File: src/rtl/uart_frame_ice40_pkg.sv
`default_nettype none
// ============================================================================
//  Module   : uart_pkg
//  Purpose  : Shared types and constants for the uart_frame_ice40 slice:
//             receiver FSM state encodings and parity-mode constants.
//  Ports    : none (package)
//  Revision : 1.0  initial release
// ============================================================================
package uart_pkg;

  // Receiver FSM states
  typedef enum logic [2:0] {
    ST_HUNT   = 3'd0,
    ST_START  = 3'd1,
    ST_DATA   = 3'd2,
    ST_PARITY = 3'd3,
    ST_STOP   = 3'd4,
    ST_BREAK  = 3'd5
  } rx_state_e;

  // Parity modes (value of the PARITY parameter)
  localparam int PAR_NONE = 0;
  localparam int PAR_EVEN = 1;
  localparam int PAR_ODD  = 2;

  // Number of bitxce strobes per bit period
  function automatic int sub_ratio(input int subdiv16);
    return (subdiv16 != 0) ? 16 : 8;
  endfunction

endpackage
`default_nettype wire

File: src/rtl/uart_frame_ice40_if.sv
`default_nettype none
// ============================================================================
//  Module   : uart_frame_ice40_if
//  Purpose  : Host-side bundle of the UART: baud strobe, transmit request,
//             serial pins and receive status.
//  Ports    : master - host/board side (drives bitxce, load, d, rxpin)
//             slave  - UART core side (drives txpin, txbusy, bytercvd,
//                      parerr, frameerr, q)
//  Revision : 1.0  initial release
// ============================================================================
interface uart_frame_ice40_if #(
  parameter int DATABITS = 8
);
  logic                bitxce;
  logic                load;
  logic [DATABITS-1:0] d;
  logic                rxpin;
  logic                txpin;
  logic                txbusy;
  logic                bytercvd;
  logic                parerr;
  logic                frameerr;
  logic [DATABITS-1:0] q;

  modport master (
    output bitxce, load, d, rxpin,
    input  txpin, txbusy, bytercvd, parerr, frameerr, q
  );

  modport slave (
    input  bitxce, load, d, rxpin,
    output txpin, txbusy, bytercvd, parerr, frameerr, q
  );
endinterface
`default_nettype wire

File: src/rtl/uart_frame_ice40_rx.sv
`default_nettype none
// ============================================================================
//  Module   : uart_frame_rx
//  Purpose  : UART receiver: start-edge hunt, mid-bit sampling, parity
//             check, stop-bit check and break recovery.
//  Ports    : clk, rst        clock, async active-high reset
//             bitxce_i        oversampling strobe (8 or 16 per bit)
//             rxpin_i         serial line, idle high
//             bytercvd_o      1-cycle pulse, frame with valid stop bit
//             parerr_o        1-cycle pulse with bytercvd_o on parity fail
//             frameerr_o      1-cycle pulse, stop bit sampled low
//             q_o             last received data
//  Revision : 1.0  initial release
// ============================================================================
module uart_frame_rx
  import uart_pkg::*;
#(
  parameter int DATABITS = 8,
  parameter int PARITY   = 0,
  parameter int SUBDIV16 = 0
) (
  input  logic                clk,
  input  logic                rst,
  input  logic                bitxce_i,
  input  logic                rxpin_i,
  output logic                bytercvd_o,
  output logic                parerr_o,
  output logic                frameerr_o,
  output logic [DATABITS-1:0] q_o
);
  localparam int         N         = sub_ratio(SUBDIV16);
  localparam logic [3:0] DIV_LAST  = 4'(N - 1);
  localparam logic [3:0] DIV_HALF  = 4'(N / 2);
  localparam logic [3:0] BIT_LAST  = 4'(DATABITS - 1);
  localparam logic       ODD_SENSE = (PARITY == PAR_ODD);

  rx_state_e           state_q, state_d;
  logic                rxs_q;
  logic [3:0]          div_q, div_d;
  logic [3:0]          cnt_q, cnt_d;
  logic [DATABITS-1:0] sh_q, sh_d;
  logic [DATABITS-1:0] q_q, q_d;
  logic                par_q, par_d;
  logic                perr_q, perr_d;
  logic                rcvd_q, rcvd_d;
  logic                perrp_q, perrp_d;
  logic                ferr_q, ferr_d;
  logic                mid_sample;

  // Divider wraps at the mid-bit point because HUNT parks it at N/2.
  assign mid_sample = bitxce_i && (div_q == DIV_LAST);

  always_ff @(posedge clk or posedge rst) begin
    if (rst) begin
      state_q <= ST_HUNT;
      rxs_q   <= 1'b1;
      div_q   <= '0;
      cnt_q   <= '0;
      sh_q    <= '0;
      q_q     <= '0;
      par_q   <= 1'b0;
      perr_q  <= 1'b0;
      rcvd_q  <= 1'b0;
      perrp_q <= 1'b0;
      ferr_q  <= 1'b0;
    end else begin
      state_q <= state_d;
      rxs_q   <= rxpin_i;   // single register: one clk detection latency
      div_q   <= div_d;
      cnt_q   <= cnt_d;
      sh_q    <= sh_d;
      q_q     <= q_d;
      par_q   <= par_d;
      perr_q  <= perr_d;
      rcvd_q  <= rcvd_d;
      perrp_q <= perrp_d;
      ferr_q  <= ferr_d;
    end
  end

  always_comb begin
    state_d = state_q;
    div_d   = div_q;
    cnt_d   = cnt_q;
    sh_d    = sh_q;
    q_d     = q_q;
    par_d   = par_q;
    perr_d  = perr_q;
    rcvd_d  = 1'b0;
    perrp_d = 1'b0;
    ferr_d  = 1'b0;

    if (bitxce_i) begin
      div_d = (div_q == DIV_LAST) ? 4'd0 : div_q + 4'd1;
    end

    unique case (state_q)
      ST_HUNT: begin
        div_d = DIV_HALF;
        if (!rxs_q) state_d = ST_START;
      end
      ST_START: begin
        if (mid_sample) begin
          if (rxs_q) begin
            state_d = ST_HUNT;            // glitch, not a start bit
          end else begin
            state_d = ST_DATA;
            cnt_d   = '0;
            par_d   = 1'b0;
            perr_d  = 1'b0;
          end
        end
      end
      ST_DATA: begin
        if (mid_sample) begin
          sh_d  = {rxs_q, sh_q[DATABITS-1:1]};
          par_d = par_q ^ rxs_q;
          cnt_d = cnt_q + 4'd1;
          if (cnt_q == BIT_LAST) begin
            state_d = (PARITY != PAR_NONE) ? ST_PARITY : ST_STOP;
          end
        end
      end
      ST_PARITY: begin
        if (mid_sample) begin
          // Ones count of data plus parity bit must be even (or odd).
          perr_d  = par_q ^ rxs_q ^ ODD_SENSE;
          state_d = ST_STOP;
        end
      end
      ST_STOP: begin
        if (mid_sample) begin
          if (rxs_q) begin
            q_d     = sh_q;
            rcvd_d  = 1'b1;
            perrp_d = perr_q;
            state_d = ST_HUNT;            // re-arm at mid-stop for back-to-back
          end else begin
            ferr_d  = 1'b1;
            state_d = ST_BREAK;
          end
        end
      end
      ST_BREAK: begin
        if (rxs_q) state_d = ST_HUNT;
      end
      default: state_d = ST_HUNT;
    endcase
  end

  assign bytercvd_o = rcvd_q;
  assign parerr_o   = perrp_q;
  assign frameerr_o = ferr_q;
  assign q_o        = q_q;

endmodule
`default_nettype wire

File: src/rtl/uart_frame_ice40.sv
`default_nettype none
// ============================================================================
//  Module   : uart_frame_ice40
//  Purpose  : Full-duplex parametrised UART (5..9 data bits, none/even/odd
//             parity, 1 or 2 stop bits, 8x or 16x oversampling).
//  Ports    : clk, rst   clock, async active-high reset
//             bus        uart_frame_ice40_if.slave: bitxce, load, d, rxpin
//                        in; txpin (inverted line), txbusy, bytercvd,
//                        parerr, frameerr, q out
//  Revision : 1.0  initial release
// ============================================================================
module uart_frame_ice40
  import uart_pkg::*;
#(
  parameter int DATABITS = 8,
  parameter int PARITY   = 0,
  parameter int STOPBITS = 1,
  parameter int SUBDIV16 = 0
) (
  input  logic              clk,
  input  logic              rst,
  uart_frame_ice40_if.slave bus
);
  if (DATABITS < 5 || DATABITS > 9) begin : g_bad_databits
    $error("uart_frame_ice40: DATABITS must be 5..9");
  end
  if (PARITY != PAR_NONE && PARITY != PAR_EVEN && PARITY != PAR_ODD) begin : g_bad_parity
    $error("uart_frame_ice40: PARITY must be 0, 1 or 2");
  end
  if (STOPBITS < 1 || STOPBITS > 2) begin : g_bad_stopbits
    $error("uart_frame_ice40: STOPBITS must be 1 or 2");
  end
  if (SUBDIV16 < 0 || SUBDIV16 > 1) begin : g_bad_subdiv
    $error("uart_frame_ice40: SUBDIV16 must be 0 or 1");
  end

  localparam int         N         = sub_ratio(SUBDIV16);
  localparam logic [3:0] DIV_LAST  = 4'(N - 1);
  localparam int         PBITS     = (PARITY != PAR_NONE) ? 1 : 0;
  localparam int         FRAMELEN  = 1 + DATABITS + PBITS + STOPBITS;
  localparam logic [3:0] FRAME_CNT = 4'(FRAMELEN);

  logic [3:0]          txdiv_q, txdiv_d;
  logic [FRAMELEN-1:0] txsh_q, txsh_d;
  logic [3:0]          txrem_q, txrem_d;
  logic                txbusy_q, txbusy_d;
  logic                txpin_q, txpin_d;
  logic [FRAMELEN-1:0] frame;
  logic                txce;

  assign txce = bus.bitxce && (txdiv_q == DIV_LAST);

  // Frame in transmit order from bit 0: start, data LSB first, parity, stops.
  always_comb begin
    frame              = '1;
    frame[0]           = 1'b0;
    frame[DATABITS:1]  = bus.d;
    if (PARITY != PAR_NONE) begin
      frame[DATABITS+1] = (^bus.d) ^ (PARITY == PAR_ODD);
    end
  end

  always_comb begin
    txdiv_d  = txdiv_q;
    txsh_d   = txsh_q;
    txrem_d  = txrem_q;
    txbusy_d = txbusy_q;
    txpin_d  = txpin_q;

    if (bus.bitxce) begin
      txdiv_d = (txdiv_q == DIV_LAST) ? 4'd0 : txdiv_q + 4'd1;
    end

    if (!txbusy_q) begin
      if (bus.load) begin
        txsh_d   = frame;
        txrem_d  = FRAME_CNT;
        txbusy_d = 1'b1;
      end
    end else if (txce) begin
      if (txrem_q != 4'd0) begin
        txpin_d = ~txsh_q[0];         // pin carries the inverted line level
        txsh_d  = txsh_q >> 1;
        txrem_d = txrem_q - 4'd1;
      end else begin
        // This txce closes the last stop bit.
        txbusy_d = 1'b0;
        txpin_d  = 1'b0;
      end
    end
  end

  always_ff @(posedge clk or posedge rst) begin
    if (rst) begin
      txdiv_q  <= '0;
      txsh_q   <= '0;
      txrem_q  <= '0;
      txbusy_q <= 1'b0;
      txpin_q  <= 1'b0;
    end else begin
      txdiv_q  <= txdiv_d;
      txsh_q   <= txsh_d;
      txrem_q  <= txrem_d;
      txbusy_q <= txbusy_d;
      txpin_q  <= txpin_d;
    end
  end

  assign bus.txpin  = txpin_q;
  assign bus.txbusy = txbusy_q;

  uart_frame_rx #(
    .DATABITS (DATABITS),
    .PARITY   (PARITY),
    .SUBDIV16 (SUBDIV16)
  ) u_rx (
    .clk        (clk),
    .rst        (rst),
    .bitxce_i   (bus.bitxce),
    .rxpin_i    (bus.rxpin),
    .bytercvd_o (bus.bytercvd),
    .parerr_o   (bus.parerr),
    .frameerr_o (bus.frameerr),
    .q_o        (bus.q)
  );

endmodule
`default_nettype wire

File: src/flat_wrapper.sv
// flat-port wrapper written by rule: the top's interface ports become plain ports
module uart_frame_ice40_flat import uart_pkg::*;
#(
  parameter int DATABITS = 8,
  parameter int PARITY   = 0,
  parameter int STOPBITS = 1,
  parameter int SUBDIV16 = 0
)
  (clk, rst, bus_bitxce, bus_load, bus_d, bus_rxpin, bus_txpin, bus_txbusy, bus_bytercvd, bus_parerr, bus_frameerr, bus_q);
  uart_frame_ice40_if #(.DATABITS(DATABITS)) bus_i ();
  input  logic clk;
  input  logic rst;
  input wire logic [$bits(bus_i.bitxce)-1:0] bus_bitxce;
  input wire logic [$bits(bus_i.load)-1:0] bus_load;
  input wire logic [$bits(bus_i.d)-1:0] bus_d;
  input wire logic [$bits(bus_i.rxpin)-1:0] bus_rxpin;
  output wire logic [$bits(bus_i.txpin)-1:0] bus_txpin;
  output wire logic [$bits(bus_i.txbusy)-1:0] bus_txbusy;
  output wire logic [$bits(bus_i.bytercvd)-1:0] bus_bytercvd;
  output wire logic [$bits(bus_i.parerr)-1:0] bus_parerr;
  output wire logic [$bits(bus_i.frameerr)-1:0] bus_frameerr;
  output wire logic [$bits(bus_i.q)-1:0] bus_q;
  assign bus_i.bitxce = bus_bitxce;
  assign bus_i.load = bus_load;
  assign bus_i.d = bus_d;
  assign bus_i.rxpin = bus_rxpin;
  assign bus_txpin = bus_i.txpin;
  assign bus_txbusy = bus_i.txbusy;
  assign bus_bytercvd = bus_i.bytercvd;
  assign bus_parerr = bus_i.parerr;
  assign bus_frameerr = bus_i.frameerr;
  assign bus_q = bus_i.q;
  uart_frame_ice40 #(.DATABITS(DATABITS), .PARITY(PARITY), .STOPBITS(STOPBITS), .SUBDIV16(SUBDIV16)) u_core (.clk(clk), .rst(rst), .bus(bus_i));
endmodule
File: config.mk
export PLATFORM = sky130hd
export DESIGN_NAME = uart_frame_ice40_flat
export DESIGN_NICKNAME = d
export VERILOG_FILES = /design/src/rtl/uart_frame_ice40_pkg.sv /design/src/rtl/uart_frame_ice40_if.sv /design/src/rtl/uart_frame_ice40_rx.sv /design/src/rtl/uart_frame_ice40.sv /design/src/flat_wrapper.sv
export SDC_FILE = /design/constraint.sdc
export NUM_CORES = 1
export LEC_CHECK = 0
export CAP_MARGIN = 25
export CORE_AREA = 8 8 89 71
export DETAILED_ROUTE_END_ITERATION = 7
export DIE_AREA = 0 0 97 79
export PLACE_DENSITY = 0.74
export RECOVER_POWER = 100
export SLEW_MARGIN = 20
export SYNTH_ARGS = -nofsm -noshare
export SYNTH_HDL_FRONTEND = slang
export SYNTH_SLANG_ARGS = --single-unit
File: constraint.sdc
create_clock -name clk -period 1.64 [get_ports clk]
set_clock_uncertainty 0.2 [all_clocks]
set_input_delay 0.328 -clock clk [delete_from_list [all_inputs] [get_ports clk]]
set_output_delay 0.328 -clock clk [all_outputs]
set_load 0.02 [all_outputs]
Word level (Yosys, flattened, before mapping)
Cells that the tools add are included.
Cells by class
  add/subtract/negate cells: 4
  multiply operators: 0
  div/mod/pow operators: 0
  magnitude comparators: 0
  equal/unequal tests: 18
  shift-type cells: 0
  muxes and demuxes: 46
  bitwise operators: 2
  reductions and logical operators: 15
Operators with widths (count)
  two-way mux 4 bit: 11
  two-way mux 10 bit: 4
  two-way mux 3 bit: 8
  != test 2 bit, second input constant: 10
  two-way mux 1 bit: 18
  one-hot mux 3 bit (6 select lines): 1
  adder 4 x 1 -> 4 bit, second input constant: 3
  == test 4 x 3 -> 1 bit, second input constant: 3
  AND reduction 3 bit: 3
  one-hot mux 4 bit (2 select lines): 1
  nonzero test 2 bit: 4
  AND reduction 7 bit: 1
  == test 3 x 2 -> 1 bit, second input constant: 2
  == test 3 bit, second input constant: 2
  one-hot mux 1 bit (2 select lines): 2
  AND reduction 2 bit: 2
  AND reduction 4 bit: 1
  nonzero test 4 bit: 1
  subtractor 4 x 1 -> 4 bit, second input constant: 1
  == test 3 x 1 -> 1 bit, second input constant: 1
  logical NOT 3 bit: 1
  logical AND 1 bit: 2
  two-way mux 2 bit: 1
  inverter 1 bit: 1
  XOR 1 bit: 1
Storage, ports and cells
  register bits: 53
  latch bits: 0
  bits in writable memories: 0
  ROM bits: 0
  output and inout port bits: 13
  logic and storage cells: 101
  memories: 0

Longest topological paths before layout
Gate-level depths: netlist of run 1.
  depth after elaboration: 4
  depth in mapped cells: 7

Cells and area by module
From an unflattened synthesis of run 1, not the netlist that was laid out.
Unflattened totals
  cells, all modules: 223
  area, all modules: 2533.7 um^2
Modules (own cells, without submodules)
  uart_frame_rx: instances 1, cells an instance 129, area each 1522.7 um^2
  uart_frame_ice40: instances 1, cells an instance 94, area each 1011.0 um^2

Least setup slack after synthesis of run 1
OpenSTA, ideal clock, no wires.
  path kind: register to register
  from: reg u_core.u_rx.div_q[0]
  to: reg u_core.u_rx.q_q[0], in the netlist u_core.u_rx.q_o[0]
  library setup time: 0.125 ns
  arrival: 1.434 ns
  data required time: 1.315 ns
  path slack: -0.119 ns
  stages on the path, launching flop included: 6
  buffers on the path: 1
  clock period less this slack: 1.759 ns
  cell sequence: dfrtp_1 ha_1 and4b_1 buf_4 nand4_4 mux2_2
Between the ends
  word-level cells in the longest chain between the ends: 3
Ends and longest elaborated chain
  from (decl): line uart_frame_ice40_rx.sv:39  | logic [3:0] div_q, div_d;
  from (signal assigned): line uart_frame_ice40_rx.sv:69  | div_q <= div_d;
  == test 4 x 3 -> 1 bit: line uart_frame_ice40_rx.sv:51  | assign mid_sample = bitxce_i && (div_q == DIV_LAST);
  logical AND 1 bit: line uart_frame_ice40_rx.sv:51
  AND reduction 3 bit (no line)
  to (signal assigned): line uart_frame_ice40_rx.sv:72  | q_q <= q_d;
  to (decl): line uart_frame_ice40_rx.sv:42  | logic [DATABITS-1:0] q_q, q_d;
Every way passes these cells.
A chain may end at the register's enable or synchronous reset.

Final worst setup path of run 1
  from: reg u_core.u_rx.div_q[0]
  to: reg u_core.u_rx.cnt_q[3]
Between the ends
  word-level cells in the longest chain between the ends: 4
  elaborated cells between the ends (all ways): 5
  those cells by class: eq/ne: 3; reduce/logical: 2
Ends and longest elaborated chain
  == test 4 x 3 -> 1 bit (*): line uart_frame_ice40_rx.sv:51
  logical AND 1 bit (*): line uart_frame_ice40_rx.sv:51
  != test 2 bit (no line)
  AND reduction 4 bit (no line) (*)
  to (signal assigned): line uart_frame_ice40_rx.sv:70  | cnt_q <= cnt_d;
  to (decl): line uart_frame_ice40_rx.sv:40  | logic [3:0] cnt_q, cnt_d;
Mark *: on every way between the ends. The rest lies on a longest branch, timed or not.

==> summary by stage, run 1 <==
Synth
The most used flip-flop cell after synthesis is dfrtp_1. The post-synthesis net count is 232. The proportion of register bits with asynchronous set or reset after synthesis is 100%. The proportion of netlist area held by the largest area contributor is 54.5%. The number of distinct library cells after synthesis is 49. Averaged over all synthesized cells, the footprint is 11.1 sq um. Sequential elements use 55.6% of the synthesized area. The number of synthesized flops with an enable pin is 0. The number of warnings reported in the yosys synthesis log is 0. The post-synthesis cell type with the largest combined area is dfrtp_1. Counting flops and latches in the post-synthesis netlist gives 53. Yosys attributes the largest share of cell area to dfrtp_1 55%, mux2_2 7.6%, a21oi_1 3.4%. The mapped netlist covers 2390 sq um. The post-synthesis cell count is 214.

Drt
For this run, design rule violations remaining after detail routing come to 0. The number of nets still failing antenna checks after routing is 0. The average wire per cell in the routed design is 17.6 um. The detailed router placed 1956 vias in this run.

For this run, the detailed router's first-pass iteration total came to 4. In the routed layout, each cell is associated on average with a via count of 5.48. The initial detailed-routing violation count is 108.

Wires add up to 6.30 mm.

Placement
Before CTS, the worst setup slack after placement is -0.499 ns. The detailed-placement wirelength estimate is 3.42 mm. The cell count after placement is 323. Routability-driven placement finished with a final weighted congestion of 0.839. The total of buffers placed on input and output ports is 25.

Pwr
IR analysis of the VDD net gives a maximum drop of 0.998 mV. The final total power is 0.00459 W. The total power divided by cell area is 1290 nW/um^2. Summed over all cells, the static leakage comes to 1.66 nW.

Clocking
Counting the buffers created by CTS gives 5. The root buffer selected by CTS is clkbuf_8. The H-tree generated during clock tree synthesis spans 2 levels. CTS saw 53 sinks.

Buffers inserted to repair hold after CTS numbered 0. TritonCTS built the clock tree. The clock-pin slew reported for the worst setup and hold paths after clock tree synthesis is 0.09 ns. The buffer depth of the longest clock path is 2.

At the later pin of the worst-skew pair, clock insertion delay measures 0.31 ns.

Final layout
At the end of the flow the core is filled with cells to 70.5%. In the final design database the tool counted 312 nets. The multi-input logic area is 1270 sq um. The library cells used most frequently in the layout, excluding fill and tap cells, are 52 x dfrtp_1, 35 x buf_4, 17 x nor2_1.

The area growth from synthesis to layout is 48.8%. The repair_antennas step left the layout with diodes totalling 0. The commonest non-fill, non-tap cell in the layout is dfrtp_1. The final standard cell count with taps included and fillers excluded is 357. Summing all flip-flop and latch instances after layout gives 1330 sq um. In the final layout, the share of cells above drive strength 1 is 45.8%. Fill cells in the final layout number 335.

Global routing
The first global-routing pass estimated 9.36 mm of wire. Entering global routing, the biggest net connects 24 pins. The number of global-route vias before repair came to 1855.

The remaining global-route overflow is 0. The initial antenna violation count was 0. The total global-route track usage is 14.7%.

STA
Setup repair after global routing could not meet its margin everywhere. The timing-limited maximum frequency is 0.545 GHz. Setup slack on the critical path of the routed design comes to -0.195 ns. The final count of pins violating max slew was 0. In this run the tightest slew margin relative to its limit is 63.5%. At the pin with the least slew margin, the transition time is 0.545 ns. The shortest clock period the worst path allows after layout is 1.83 ns.

The number of hold violations in the final report came to 0. The number of failing setup endpoints in the final timing report is 38. The final critical path takes up 112% of the cycle.

Setup path
STA classifies the critical path startpoint as a flop. The data arrival time of the critical path is 1.81 ns. The largest driver fanout on the critical path is 8. The critical setup path kind is reg2reg. Data on the critical path is required at its endpoint by 1.62 ns. The type of element capturing the critical path is a flop.

Die
The total core area is 5040 sq um. The initial utilization of the core area, before any placement, comes to 47.4%. The die area is 7660 sq um. For this design the top-level I/O count stands at 26. The die is 97 um wide. The row count is 23.

The height of the die is 79 um.

Outcome
The flow ran to the end, but the final reports show violations. The checks that failed: setup timing.

Flow run
The count of maximum capacitance violations is 0.

Worst hold path
The class of the worst hold path is in2async.
-- timing repair --
item,CTS,global route
endpoints found under the setup margin,50,40
pin swaps,16,12
resized for setup,60,40
setup buffers,11,13
cloned,2,0
-- per-layer routing --
layer,vias up,part of all wire [%],global-route usage (%)
met3,12,3.2,3.55
li1,927,-,-
met4,0,2.2,4.59
met5,-,0,0
met1,980,44,19.2
met2,37,50,23.5
-- critical path: stages (launching register included) --
cell and delay (ns):
dfrtp_1 0.40, ha_4 0.16, and4b_1 0.20, buf_6 0.16, nand4_1 0.18, o211ai_1 0.28, o21ai_1 0.13
-- state kept, by name, indices dropped and copies added, names as in the netlist --
| name | count |
|---|---|
| u_core.u_rx.frameerr_o | 1 |
| u_core.u_rx.parerr_o | 1 |
| u_core.bus.txpin | 1 |
| u_core.u_rx.perr_q | 1 |
| u_core.u_rx.bytercvd_o | 1 |
| u_core.u_rx.state_q | 3 |
| u_core.bus.txbusy | 1 |
| u_core.u_rx.sh_q | 8 |
| u_core.txrem_q | 4 |
| u_core.u_rx.rxs_q | 1 |
| u_core.u_rx.q_o | 8 |
| u_core.txsh_q | 10 |
| u_core.txdiv_q | 4 |
| u_core.u_rx.par_q | 1 |
| u_core.u_rx.div_q | 4 |
| u_core.u_rx.cnt_q | 4 |
-- kinds of logic after synthesis --
| group | after synthesis | share of synthesized area, % |
|---|---|---|
| adder cells (fa/ha/maj) | 5 | 2.62 |
| XOR/XNOR | 2 | 0.734 |
| AO/OA/AOI/OAI | 48 | 11.9 |
| AND/OR/NAND/NOR | 66 | 16.3 |
| multiplexers | 19 | 8.81 |
| buffers and inverters | 21 | 4.09 |
| flip-flops | 53 | 55.6 |
-- report_power, final --
group          switching [W]  leakage, nW  internal, W  total [W]
Clock               0.000425       0.0552     0.000454   0.000878
Combinational       0.000835        0.926     0.000960    0.00179
Sequential          0.000300        0.675      0.00161    0.00191
-- cells in the mapped netlist (2+ instances only) --
| library cell | n |
|---|---|
| dfrtp_1 | 52 |
| nor2_1 | 19 |
| a21oi_1 | 16 |
| mux2_2 | 16 |
| nand2_1 | 12 |
| inv_1 | 11 |
| o21ai_0 | 11 |
| o22ai_1 | 11 |
| ha_1 | 5 |
| nor3_1 | 5 |
| buf_2 | 4 |
| nand4_1 | 4 |
| and3_1 | 3 |
| clkbuf_1 | 3 |
| mux2i_1 | 3 |
| nand3_1 | 3 |
| nand3b_1 | 3 |
| a31oi_1 | 2 |
-- through the flow --
| step | hold slack, ns | setup TNS [ns] | area [sq um] |
|---|---|---|---|
| global placement | 0.263 | -15.77 | 2940 |
| floorplan | 0.132 | -0.415 | 2410 |
| detailed placement | 0.266 | -17.05 | 2940 |
| global route | 0.328 | -6.85 | 3550 |
| CTS | 0.163 | -2.14 | 3330 |
| finish | 0.306 | -3.71 | 3550 |
-- worst paths after layout --
check	from	endpoint	slack, ns	depth (start not counted)
min reg2reg	u_core.u_rx.q_o[7]	u_core.u_rx.q_o[7]	0.31	1
max	u_core.u_rx.div_q[0]	u_core.u_rx.cnt_q[3]	-0.19	6
max reg2reg	u_core.u_rx.div_q[0]	u_core.u_rx.cnt_q[3]	-0.19	6
min	rst	u_core.u_rx.state_q[1]	0.31	2
max in group asynchronous	rst	u_core.txdiv_q[3]	0.21	3
min in group clk	u_core.u_rx.q_o[7]	u_core.u_rx.q_o[7]	0.31	1
-- area by class of cell --
type                            count  area share [%]
Clock inverter                      2           0.987
Tap cell                           62            2.19
Multi-Input combinational cell    141            35.8
Timing Repair Buffer               82            20.3
Clock buffer                        6            2.04
Inverter                           11            1.27
Sequential cell                    53            37.4
No activity file was read; power rests on OpenSTA's default activity.
==> run 2, diff against run 1 <==
--- a/constraint.sdc
+++ b/constraint.sdc
@@ -4,2 +4,2 @@
 set_output_delay 0.328 -clock clk [all_outputs]
-set_load 0.02 [all_outputs]
+set_load 0.05 [all_outputs]
==> summary by stage, run 2 (synthesis gave the netlist of run 1 again) <==
Outcome
The run finished, with violations left. The final reports fail on setup timing.

Final layout
The share of cells above drive strength 1 came to 44.4% (-1.3 points). Leaving out fill and tap cells, the most frequent cell in the layout is dfrtp_1. The area growth from synthesis to layout is 40.7%.

The total number of nets in the final design is 305 (-2.2%). The register with the most flip-flops is u_core.txsh_q. The count of inserted antenna diode cells is 0 (unchanged).

The final standard cell count with taps included and fillers excluded was 350 (-2.0%). The flip-flop count of the largest register, all copies and words added is 10 (unchanged). The top cell types in the final layout, fill and taps aside, are 51 x dfrtp_1, 33 x buf_4, 17 x nor2_1.

Global routing
The number of global-route vias before repair was 1983 (+6.9%). The wire length of the first global-routing pass is 9.07 mm (-3.1%). The total global-route track usage is 14.3% (-0.38 points). The largest net degree at the start of global routing is 24 (unchanged). The initial antenna violation count was 0 (unchanged). The remaining global-route overflow is 0 (unchanged).

Worst hold path
The worst hold path begins at u_core.txsh_q[0]. The path class of the tightest hold or removal check is reg2reg.

STA
The number of failing setup endpoints in the final timing report is 37 (-2.6%). The worst hold slack after final layout is 0.287 ns (-0.0193 ns). The final worst setup slack was -0.191 ns (+0.00347 ns). The final count of pins violating max slew came to 0 (unchanged). The timing-limited maximum frequency came to 0.546 GHz (+0.19%). Setup repair after global routing could not meet its margin everywhere. The post-route setup TNS was -3.80 ns (-0.0915 ns). The shortest clock period the worst path allows after layout is 1.83 ns (-0.00347 ns). The actual transition at the worst max-transition pin is 0.668 ns (+0.124 ns). The headroom to the max-slew limit was 55.2% (-8.3 points).

The part of the cycle the worst path needs was 112% (-0.21 points). The number of hold violations in the final report is 0 (unchanged).

Setup path
The cell count along the critical path was 7 (+1). The worst register-to-register path begins at u_core.txrem_q[0]. The critical setup path kind is reg2reg. The cell family contributing the most delay on the critical path is simple AND/OR/NAND/NOR gates. The worst reg-to-reg path cell count came to 7 (+1). The number of buffers and inverters on the critical path is 2 (+1). The maximum single-stage delay on the critical path came to 0.42 ns (+0.02 ns).

The reg2reg setup slack was -0.19 ns (about the same). The terminus of the critical flop-to-flop path is u_core.txsh_q[1]. Traced cell by cell, the critical path runs through inv_2, ha_4, nor3b_4, nand3b_1, buf_6, o22ai_2, a31oi_1. Among all stages on the critical path, the largest delay is contributed by dfrtp_1. The largest driver fanout on the critical path was 5 (-3). The worst endpoint required time came to 1.67 ns (+0.05 ns). The most critical setup path has its endpoint at u_core.txsh_q[1]. STA classifies the critical path startpoint as a flop.

The critical path starts at u_core.txrem_q[0]. The data arrival time of the critical path came to 1.87 ns (+0.06 ns). The type of element capturing the critical path is a flop.

Die
The I/O pin count was 26 (unchanged). The die area was 7660 sq um (unchanged). The effective utilization at floorplan is 47.4% (unchanged). The total core area is 5040 sq um (unchanged). The die span in x came to 97 um (unchanged). The height of the die was 79 um (unchanged). The row count is 23 (unchanged).

Pwr
The share of power burned in combinational logic is 36.5% (-2.6 points). The relative contribution of the clock network to total power came to 20.6% (+1.5 points). The worst supply voltage drop on vdd came to 1.01 mV (+0.97%). The switching power is 0.00149 W (-4.6%). The sequential fraction of design power was 42.9% (+1.2 points).

The cell leakage power came to 1.55 nW (-6.1%). The total power divided by cell area was 1330 nW/um^2 (+2.6%). The design internal power was 0.00297 W (-2.1%).

The proportion of total power due to net switching is 33.4% (-0.58 points).

Drt
The via total after detailed routing came to 1974 (+0.92%). The initial detailed-routing violation count came to 109 (+0.93%). The number of remaining DRC errors was 0 (unchanged). The number of iterations in the first detailed-routing pass is 4 (unchanged). The number of vias per cell after detailed routing was 5.64 (+2.9%). The number of nets still failing antenna checks after routing is 0 (unchanged). The wire length reported by the detailed router was 6.03 mm (-4.3%).

The average wire per cell in the routed design is 17.2 um (-2.4%).

Placement
The detailed-placement wirelength estimate is 3.47 mm (+1.3%). The cell count after placement is 320 (-0.93%). The total of buffers placed on input and output ports is 25 (unchanged). The global placement routability congestion was 0.861 (+2.6%).

Clocking
The level count of the clock H-tree is 2 (unchanged). The clock-pin slew reported for the worst setup and hold paths after clock tree synthesis was 0.09 ns (about the same). The hold-fix buffer count after cts is 0 (unchanged).

The clock tree from TritonCTS is done. The number of buffers added by the clock tree synthesis step is 5 (unchanged). The clock latency of the later-clocked register in the worst-skew pair is 0.31 ns (about the same).

The buffer depth of the longest clock path is 2 (unchanged). The TritonCTS sink count was 53 (unchanged). The root buffer cell chosen for the clock tree is clkbuf_8.

Flow run
The count of maximum capacitance violations is 0 (unchanged).
## run 2: cell count changes in the layout (fill, tap and decap cells not counted), sizes merged
| cell | delta |
|---|---|
| dlygate4sd2 | -13 |
| clkbuf | +12 |
| buf | -5 |
| clkinv | -1 |
## run 2: how the worst min path moves through the flow
stage	to	slack, ns	cells after the start
global placement	u_core.bus.txpin	0.26	1
finish	u_core.bus.txpin	0.29	1
global route	u_core.bus.txpin	0.31	1
floorplan	u_core.u_rx.rxs_q	0.13	0
CTS	u_core.u_rx.cnt_q[0]	0.16	2
detailed placement	u_core.bus.txpin	0.26	1
## run 2: layout make-up
cell class              count  area, sq um
well taps                  62         77.6
multi-input cells         141         1180
repair buffers             75          609
flip-flops and latches     53         1330
clock inverters             1         30.0
inverters                  11         42.5
clock buffers               7         86.3
fillers                   344         1680
## run 2: layer usage
metal  GRT usage [%]  wire (um)  part of all wire, %
met1            16.9       2620                   43
met4            6.74        117                  1.9
met3            3.64        168                  2.8
met2            24.0       3120                   52
met5               0          0                    0
## run 2: power groups by stage
stage,clock (W),sequential (W),combinational (W)
2_1_floorplan,0,0.00186,0.000712
3_5_place_dp,0,0.00187,0.00123
4_1_cts,0.000927,0.00187,0.00143
6_report,0.000919,0.00191,0.00163
3_3_place_gp,0,0.00186,0.00118
5_1_grt,0.000985,0.00194,0.00178
## run 2: repair_timing
item | CTS | global route
cloned | 2 | 1
buffers inserted | 9 | 10
pin swaps | 9 | 8
endpoints found under the setup margin | 39 | 40
resized for setup | 29 | 33
## run 2: through the flow
| stage | setup slack [ns] | instance area, sq um | total power, W | utilization [%] |
|---|---|---|---|---|
| 5_1_grt | -0.253 | 3360 | 0.00471 | 66.7 |
| 3_3_place_gp | -0.446 | 3050 | 0.00304 | 60.6 |
| 2_1_floorplan | -0.0431 | 2410 | 0.00257 | - |
| 4_1_cts | -0.113 | 3360 | 0.00423 | 66.6 |
| 6_report | -0.191 | 3360 | 0.00445 | 66.7 |
| 3_5_place_dp | -0.465 | 3050 | 0.00310 | 60.6 |
